`config.mk`:
```
export PLATFORM = sky130hd
export DESIGN_NAME = mc_muldiv_unit
export DESIGN_NICKNAME = d
export VERILOG_FILES = /design/src/rtl/mc_pkg.sv /design/src/rtl/mc_muldiv_unit.sv
export SDC_FILE = /design/constraint.sdc
export NUM_CORES = 1
export LEC_CHECK = 0
export ABC_CLOCK_PERIOD_IN_PS = 7880
export CORE_ASPECT_RATIO = 1.75
export CORE_MARGIN = 5
export CORE_UTILIZATION = 47
export CTS_BUF_LIST = sky130_fd_sc_hd__clkbuf_4 sky130_fd_sc_hd__clkbuf_8
export CTS_CLUSTER_DIAMETER = 120
export CTS_CLUSTER_SIZE = 25
export DETAILED_ROUTE_END_ITERATION = 8
export DONT_BUFFER_PORTS = 1
export PLACE_DENSITY = 0.61
export SLEW_MARGIN = 5
export SYNTH_ARGS = -nofsm -noshare
export SYNTH_HDL_FRONTEND = slang
export SYNTH_SLANG_ARGS = --single-unit
```
`constraint.sdc`:
```
create_clock -name clk -period 7.88 [get_ports clk]
set_clock_uncertainty 0.1 [all_clocks]
set_input_delay 0.394 -clock clk [delete_from_list [all_inputs] [get_ports clk]]
set_output_delay 0.394 -clock clk [all_outputs]
set_load 0.02 [all_outputs]
```
`src/rtl/mc_pkg.sv`:
```
// Shared encodings for the multicycle datapath: mul/div opcodes and the
// mul/div FSM states, also decoded by the controller's wait state.
package mc_pkg;

    localparam logic [1:0] MD_OP_MUL  = 2'b00;
    localparam logic [1:0] MD_OP_MULH = 2'b01;
    localparam logic [1:0] MD_OP_DIV  = 2'b10;
    localparam logic [1:0] MD_OP_REM  = 2'b11;

    typedef enum logic [1:0] {
        MD_IDLE = 2'b00,
        MD_RUN  = 2'b01,
        MD_FIX  = 2'b10,
        MD_DONE = 2'b11
    } mdState_t;

endpackage

```
`src/rtl/mc_muldiv_unit.sv`:
```
// Iterative radix-2 shift-add multiplier and restoring divider, one bit per
// cycle. Both algorithms run on magnitudes and share a single adder.
module mc_muldiv_unit
    import mc_pkg::*;
#(
    parameter int DATA_WIDTH = 32,
    parameter bit SIGNED_EN  = 1'b1
) (
    input  logic                  clk,
    input  logic                  rst,
    input  logic                  start,
    input  logic [1:0]            op,
    input  logic                  signed_op,
    input  logic [DATA_WIDTH-1:0] a,
    input  logic [DATA_WIDTH-1:0] b,
    output logic                  busy,
    output logic                  done,
    output logic [DATA_WIDTH-1:0] result,
    output logic                  div_by_zero
);

    // state | meaning
    // IDLE  | waiting for start; result/div_by_zero hold the last completion
    // RUN   | W shift-add or restoring-divide iterations
    // FIX   | sign fix-up, load result and div_by_zero
    // DONE  | done pulse for one cycle

    localparam int W  = DATA_WIDTH;
    localparam int CW = $clog2(W) + 1;

    function automatic logic [W-1:0] condNeg(input logic [W-1:0] x, input logic neg);
        return neg ? -x : x;
    endfunction

    mdState_t        state;
    logic [CW-1:0]   count;
    logic [1:0]      opR;
    logic            sa, sb;
    logic [W-1:0]    aMag, bMag, aOrig;
    logic [W-1:0]    hi, lo;
    logic            busyR, doneR, dbzR;
    logic [W-1:0]    resultR;

    logic            sgnIn, aNeg, bNeg;
    logic [W-1:0]    aMagIn, bMagIn;

    assign sgnIn  = SIGNED_EN && signed_op;
    assign aNeg   = sgnIn && a[W-1];
    assign bNeg   = sgnIn && b[W-1];
    assign aMagIn = condNeg(a, aNeg);
    assign bMagIn = condNeg(b, bNeg);

    // Multiply: {hi,lo} is the product/multiplier shift pair.
    // Divide: hi is the partial remainder, lo shifts dividend out and quotient in.
    logic [W:0]      addA, addB;
    logic            addCin;
    logic [W+1:0]    addSum;
    logic            noBorrow;

    always_comb begin
        addA   = {1'b0, hi};
        addB   = lo[0] ? {1'b0, aMag} : '0;
        addCin = 1'b0;
        if (opR[1]) begin
            addA   = {hi, lo[W-1]};
            addB   = ~{1'b0, bMag};
            addCin = 1'b1;
        end
    end

    assign addSum   = {1'b0, addA} + {1'b0, addB} + {{(W+1){1'b0}}, addCin};
    assign noBorrow = addSum[W+1];

    logic [2*W-1:0]  prodFix;
    logic [W-1:0]    quotFix, remFix;

    assign prodFix = (sa ^ sb) ? -{hi, lo} : {hi, lo};
    assign quotFix = condNeg(lo, sa ^ sb);
    assign remFix  = condNeg(hi, sa);

    always_ff @(posedge clk or negedge rst) begin
        if (!rst) begin
            state   <= MD_IDLE;
            count   <= '0;
            opR     <= MD_OP_MUL;
            sa      <= 1'b0;
            sb      <= 1'b0;
            aMag    <= '0;
            bMag    <= '0;
            aOrig   <= '0;
            hi      <= '0;
            lo      <= '0;
            busyR   <= 1'b0;
            doneR   <= 1'b0;
            dbzR    <= 1'b0;
            resultR <= '0;
        end else begin
            case (state)
                MD_IDLE: begin
                    if (start) begin
                        opR   <= op;
                        sa    <= aNeg;
                        sb    <= bNeg;
                        aMag  <= aMagIn;
                        bMag  <= bMagIn;
                        aOrig <= a;
                        hi    <= '0;
                        lo    <= op[1] ? aMagIn : bMagIn;
                        count <= '0;
                        busyR <= 1'b1;
                        state <= (op[1] && (b == '0)) ? MD_FIX : MD_RUN;
                    end
                end
                MD_RUN: begin
                    count <= count + CW'(1);
                    if (opR[1]) begin
                        hi <= noBorrow ? addSum[W-1:0] : addA[W-1:0];
                        lo <= {lo[W-2:0], noBorrow};
                    end else begin
                        hi <= addSum[W:1];
                        lo <= {addSum[0], lo[W-1:1]};
                    end
                    if (count == CW'(W-1)) state <= MD_FIX;
                end
                MD_FIX: begin
                    doneR <= 1'b1;
                    state <= MD_DONE;
                    if (opR[1] && (bMag == '0)) begin
                        dbzR    <= 1'b1;
                        resultR <= (opR == MD_OP_DIV) ? '1 : aOrig;
                    end else begin
                        dbzR <= 1'b0;
                        case (opR)
                            MD_OP_MUL:  resultR <= prodFix[W-1:0];
                            MD_OP_MULH: resultR <= prodFix[2*W-1:W];
                            MD_OP_DIV:  resultR <= quotFix;
                            default:    resultR <= remFix;
                        endcase
                    end
                end
                MD_DONE: begin
                    doneR <= 1'b0;
                    busyR <= 1'b0;
                    state <= MD_IDLE;
                end
                default: state <= MD_IDLE;
            endcase
        end
    end

    assign busy        = busyR;
    assign done        = doneR;
    assign result      = resultR;
    assign div_by_zero = dbzR;

endmodule

```
== Yosys cells after proc, flatten, opt, wreduce, memory -nomap -nowiden ==
Cells that the tools add are included.
Storage, ports and cells
  latch bits: 0
  bits in writable memories: 0
  register bits: 207
  output and inout port bits: 35
  bits of input ports: 70
  memories: 0
  bits in read-only memories: 0
  word-level logic and storage cells: 77
Operators by class
  reductions and logical operators: 15
  bitwise logic cells: 2
  mux-type cells: 30
  order comparisons: 0
  equality and inequality tests: 8
  $add $sub $neg: 8
  shift operators: 0
  divide/modulo/power cells: 0
  $mul: 0
Operators by type and width (count)
  two-way mux 32 bit: 13
  negator 32 bit: 4
  case mux 32 bit (2 select lines): 2
  case mux 32 bit (3 select lines): 1
  two-way mux 33 bit: 2
  zero test 32 bit: 2
  two-way mux 64 bit: 1
  negator 64 bit: 1
  adder 33 x 33 -> 34 bit: 1
  adder 34 x 1 -> 34 bit: 1
  inverter 32 -> 33 bit: 1
  case mux 6 bit (2 select lines): 1
  case mux 2 bit (4 select lines): 1
  AND reduction 2 bit: 4
  adder 6 x 1 -> 6 bit, second input constant: 1
  == test 2 bit, second input constant: 3
  == test 6 x 5 -> 1 bit, second input constant: 1
  two-way mux 2 bit: 3
  two-way mux 6 bit: 1
  nonzero test 2 bit: 3
  == test 2 x 1 -> 1 bit, second input constant: 2
  logical AND 1 bit: 4
  zero test 2 bit: 2
  inequality test 2 bit, second input constant: 2
  other kinds (3): 6

== Logic depth before layout (Yosys ltp) ==
  depth after elaboration: 7
  depth in mapped cells: 19
  gate-level depth less buffers: 14

== Worst setup path after synthesis ==
No wires, ideal clock.
  path type: register to register
  start point: register opR[1]
  end point: register hi[21]
  required time: 7658 ps
  setup slack: 3258 ps
  path buffers: 4
  setup time: 122 ps
  data arrival time: 4401 ps
  period minus slack after synthesis: 4622 ps
  stages on the path, launching flop included: 18
  path through: dfrtp_1 > clkbuf_1 > clkbuf_1 > buf_1 > nor2_1 > clkbuf_1 > nand2_1 > o21ai_0 > fa_1 > fa_1 > a211oi_1 > o211ai_1 > and2_1 > o21ai_0 > o21ai_0 > a221oi_1 > mux2i_1 > a32o_1
Between the ends
  word-level cells in the longest chain between the ends: 6
  elaborated cells between the ends (all ways): 8
  classes of those cells: add/sub (2); mux (6)
RTL lines
  start, declared: line mc_muldiv_unit.sv:37  | logic [1:0] opR;
  start signal, assigned: line mc_muldiv_unit.sv:101  | opR <= op;
  two-way mux 33 bit: line mc_muldiv_unit.sv:64  | if (opR[1]) begin
  adder 33 x 33 -> 34 bit: line mc_muldiv_unit.sv:71  | assign addSum = {1'b0, addA} + {1'b0, addB} + {{(W+1){1'b0}}, addCin};
  adder 34 x 1 -> 34 bit: line mc_muldiv_unit.sv:71
  two-way mux 32 bit: line mc_muldiv_unit.sv:117  | hi <= noBorrow ? addSum[W-1:0] : addA[W-1:0];
  two-way mux 32 bit (*): line mc_muldiv_unit.sv:116  | if (opR[1]) begin
  case mux 32 bit (2 select lines) (*): line mc_muldiv_unit.sv:98  | case (state)
  end signal, assigned: line mc_muldiv_unit.sv:117
  end signal, assigned: line mc_muldiv_unit.sv:120  | hi <= addSum[W:1];
  end, declared: line mc_muldiv_unit.sv:40  | logic [W-1:0] hi, lo;
Mark *: on every way between the ends. The rest lies on a longest branch, timed or not.
A chain may end at the register's enable or synchronous reset.

== Final worst setup path ==
Ends and elaborated chain as after synthesis.

==> results.py <==
metrics = {
    "logic_synthesis": {
        "synth_compound_area_share_pct": 23.4,
        "ys_ff_latch": 206,
        "synth_top_family_by_area": "compound AO/OA/AOI/OAI gates",
        "ys_warn_count": 0,
        "synth_common_cells": "nand2_1, dfrtp_1, o21ai_0",
        "ys_types": 77,
        "syn_nets": 2017,
        "synth_xor_area_share_pct": 9.05,
        "yosys.area_share.simple_pct": 16.5,
        "synth_area_mm2": 0.0157,
        "netlist_instances": 1904,
        "synth.top_cell.area_share_pct": 32.9,
        "avgSynthCellArea_um2": 8.23,
        "synth-edff-count": 0,
        "synthArstFlopShare_pct": 100,
        "synthMuxAreaShare_pct": 9.71,
        "synth_flop_cell": "dfrtp_1",
        "yosysMostFrequentCell": "nand2_1",
        "synth_largest_area_cell": "dfrtp_1",
        "synth_fa_ha_area_share_pct": 3.53,
        "synth_area_leaders": "dfrtp_1, mux2_2, o21ai_0, nand2_1, xor2_1",
        "ys_seq_area_share_pct": 32.9,
    },
    "worst_setup_path": {
        "ff2ff_path_depth": 15,
        "slowest_delay_ns": 0.77,
        "start_kind": "register",
        "endpoint_kind": "register",
        "cp_max_fo": 46,
        "reg2reg_from": "opR[1]$_DFFE_PN0P_",
        "cp.arrival_ns": 5.59,
        "path_class": "reg -> reg",
        "cp_cell_sequence": "buf_4 -> nor2_2 -> buf_4 -> nand2_1 -> o21ai_0 -> fa_1 -> fa_1 -> a211oi_1 -> o211ai_1 -> and2_1 -> o21ai_0 -> o21ai_0 -> a221oi_1 -> mux2i_1 -> a32o_1",
        "reg2reg_to": "hi[21]$_DFFE_PN0P_",
        "slowest_stage": "dfrtp_4",
        "crit_required_ns": 8.25,
        "cp_common_cell": "o21ai_0",
        "rrSetupSlack_ns": 2.66,
    },
    "clock_network": {
        "insertion_delay_ns": 0.58,
        "root_buffer": "clkbuf_8",
        "cts_buffers": 12,
        "cts-resized-gates": 0,
        "cts.sinks": 206,
        "cts-htree-levels": 1,
        "cts_tree": "built",
        "cts_max_path_buffers": 3,
        "path_clk_slew_ns": 0.17,
        "post_cts_buffers": 0,
    },
    "detailed_routing": {
        "drt_iter0_markers": 1381,
        "viasPerCell": 6.63,
        "routed_wl_um": 61400,
        "num_vias": 14870,
        "avgRoutedWirePerCell_um": 27.4,
        "drcViolationCount": 0,
        "ant_nets": 0,
        "firstDrtPassIters": 6,
    },
    "finish": {
        "layout.nets": 1948,
        "syn_to_final_growth_pct": 5.37,
        "seqCellArea_mm2": 0.00516,
        "drive_above_1_share_pct": 9.36,
        "final_area_mm2": 0.0165,
        "multi_input_area_mm2": 0.00980,
        "final_core_util_pct": 50.2,
        "nFillCells": 3203,
        "n_antenna_cell": 0,
    },
    "timing": {
        "max_freq_mhz": 192,
        "worstMarginPinSlew_ns": 1.42,
        "slew_headroom_pct": 5.02,
        "post-route-period-util_pct": 66.2,
        "fin_crit_ns": 5.22,
        "hold_viol": 0,
        "rsz0062_at_grt": "no",
        "finalMaxSlewViolations": 0,
        "fin_tns_setup_ns": 0,
        "setup_viol": 0,
    },
    "pwr": {
        "power.density_mw_per_mm2": 496,
        "peakVddDrop_uv": 378,
        "power_mw": 8.19,
        "power_leakage_nw": 6.57,
    },
    "placed_design": {
        "portBuffers": 0,
        "placed_cell_area_mm2": 0.0158,
        "hpwl_um": 46700,
        "gp_congestion": 0.964,
    },
    "global_routing": {
        "grt_pass1_wl_um": 90900,
        "grt_use_total_pct": 32.0,
        "grt_start_max_net_pins": 207,
        "grt_pass1_vias": 14461,
        "grt_overflow": 0,
        "antenna_found_initial": 0,
    },
    "min_path": {
        "min_path_type": "in -> reg",
        "holdPathStages": 2,
        "holdPathEnd": "aMag[3]$_DFFE_PN0P_",
        "worst_hold_startpoint": "a[3]",
    },
    "outcome": {
        "status": "finished, final reports clean",
    },
    "die": {
        "core.rowCount": 88,
        "start_util_pct": 47.6,
        "die_w_um": 148,
        "core-area_mm2": 0.0329,
        "fp.dieArea_mm2": 0.0372,
        "fp.dieH_um": 252,
        "io_pins": 105,
    },
    "job": {
        "drv_cap": 0,
    },
}
==> repair_timing <==
item / in CTS / in global routing
endpoints found under the setup margin: 0 / 0
hold buffers: 49 / 0
hold endpoints to repair: 261 / 0
==> final cells by class <==
cell class	count	share of cell area, %
multi-input combinational	1499	59.3
sequential	206	31.2
timing repair buffer	69	3.99
tap	405	3.07
clock buffer	15	1.17
inverter	47	1.07
clock inverter	2	0.121
==> how the worst max path moves through the flow <==
| stage | from | to | slack (ns) | depth (start not counted) |
|---|---|---|---|---|
| global placement | opR[1]$_DFFE_PN0P_ | hi[21]$_DFFE_PN0P_ | 2.85 | 15 |
| global route | opR[1]$_DFFE_PN0P_ | hi[2]$_DFFE_PN0P_ | 2.37 | 15 |
| CTS | opR[1]$_DFFE_PN0P_ | hi[21]$_DFFE_PN0P_ | 2.73 | 15 |
| floorplan | opR[1]$_DFFE_PN0P_ | hi[21]$_DFFE_PN0P_ | 3.26 | 17 |
| finish | opR[1]$_DFFE_PN0P_ | hi[21]$_DFFE_PN0P_ | 2.66 | 15 |
| detailed placement | opR[1]$_DFFE_PN0P_ | hi[21]$_DFFE_PN0P_ | 2.77 | 15 |
==> per-stage QoR <==
step                      std cells  setup WS (ns)  hold slack, ns
after floorplan                1904           3.26        -0.00159
after global placement         2177           2.85         0.00848
after detailed placement       2177           2.77          0.0127
after CTS                      2243           2.73         0.00188
after global routing           2243           2.37         0.00722
final                          2243           2.66          0.0115
==> cells in the final DEF (no fill, tap or decap), drive strengths merged, types with 31 or more instances in the layout <==
cell         instances
ha                  41
nor3                45
nor2               174
xor2                83
xnor2               79
nand2              208
mux2               109
dfrtp              206
a21oi              134
o221ai              45
a211oi              33
nor4                31
dlygate4sd3         48
inv                 47
o21ai              201
==> routing by layer <==
layer  global-route usage [%]  share of wire, %
met4                     26.5                10
met1                     35.5                36
met2                     55.4                50
met5                        0                 0
met3                     2.68               4.6
==> worst max-delay path, delay by kind of cell (launching register included) <==
| family | cells | cell delay [ns] |
|---|---|---|
| flip-flops | 1 | 0.77 |
| AO/OA/AOI/OAI | 7 | 1.90 |
| AND/OR/NAND/NOR | 3 | 0.39 |
| multiplexers | 1 | 0.14 |
| adder cells (fa/ha/maj) | 2 | 0.92 |
| buffers and inverters | 2 | 0.87 |
==> sequential cells by signal, summed over array words and instances (netlist names) <==
name / flops
sa: 1
aOrig: 31
busy: 1
done: 1
div_by_zero: 1
state: 2
bMag: 32
result: 32
aMag: 32
opR: 2
hi: 32
sb: 1
count: 6
lo: 32
==> logic make-up (layout without fill, tap and decap cells) <==
group	Yosys count	count (layout)
xor gates and xnor gates	162	162
AOI/OAI and AO/OA	588	588
buffers and inverters	199	133
and+or+nand+nor	568	568
adders and majority gates	43	43
muxes	138	138
DFF	206	206
==> power by group <==
group	internal [mW]	switching, mW
combinational	1.97	3.24
sequential	1.56	0.860
clock	0.168	0.378
No activity file was read; power rests on OpenSTA's default activity.
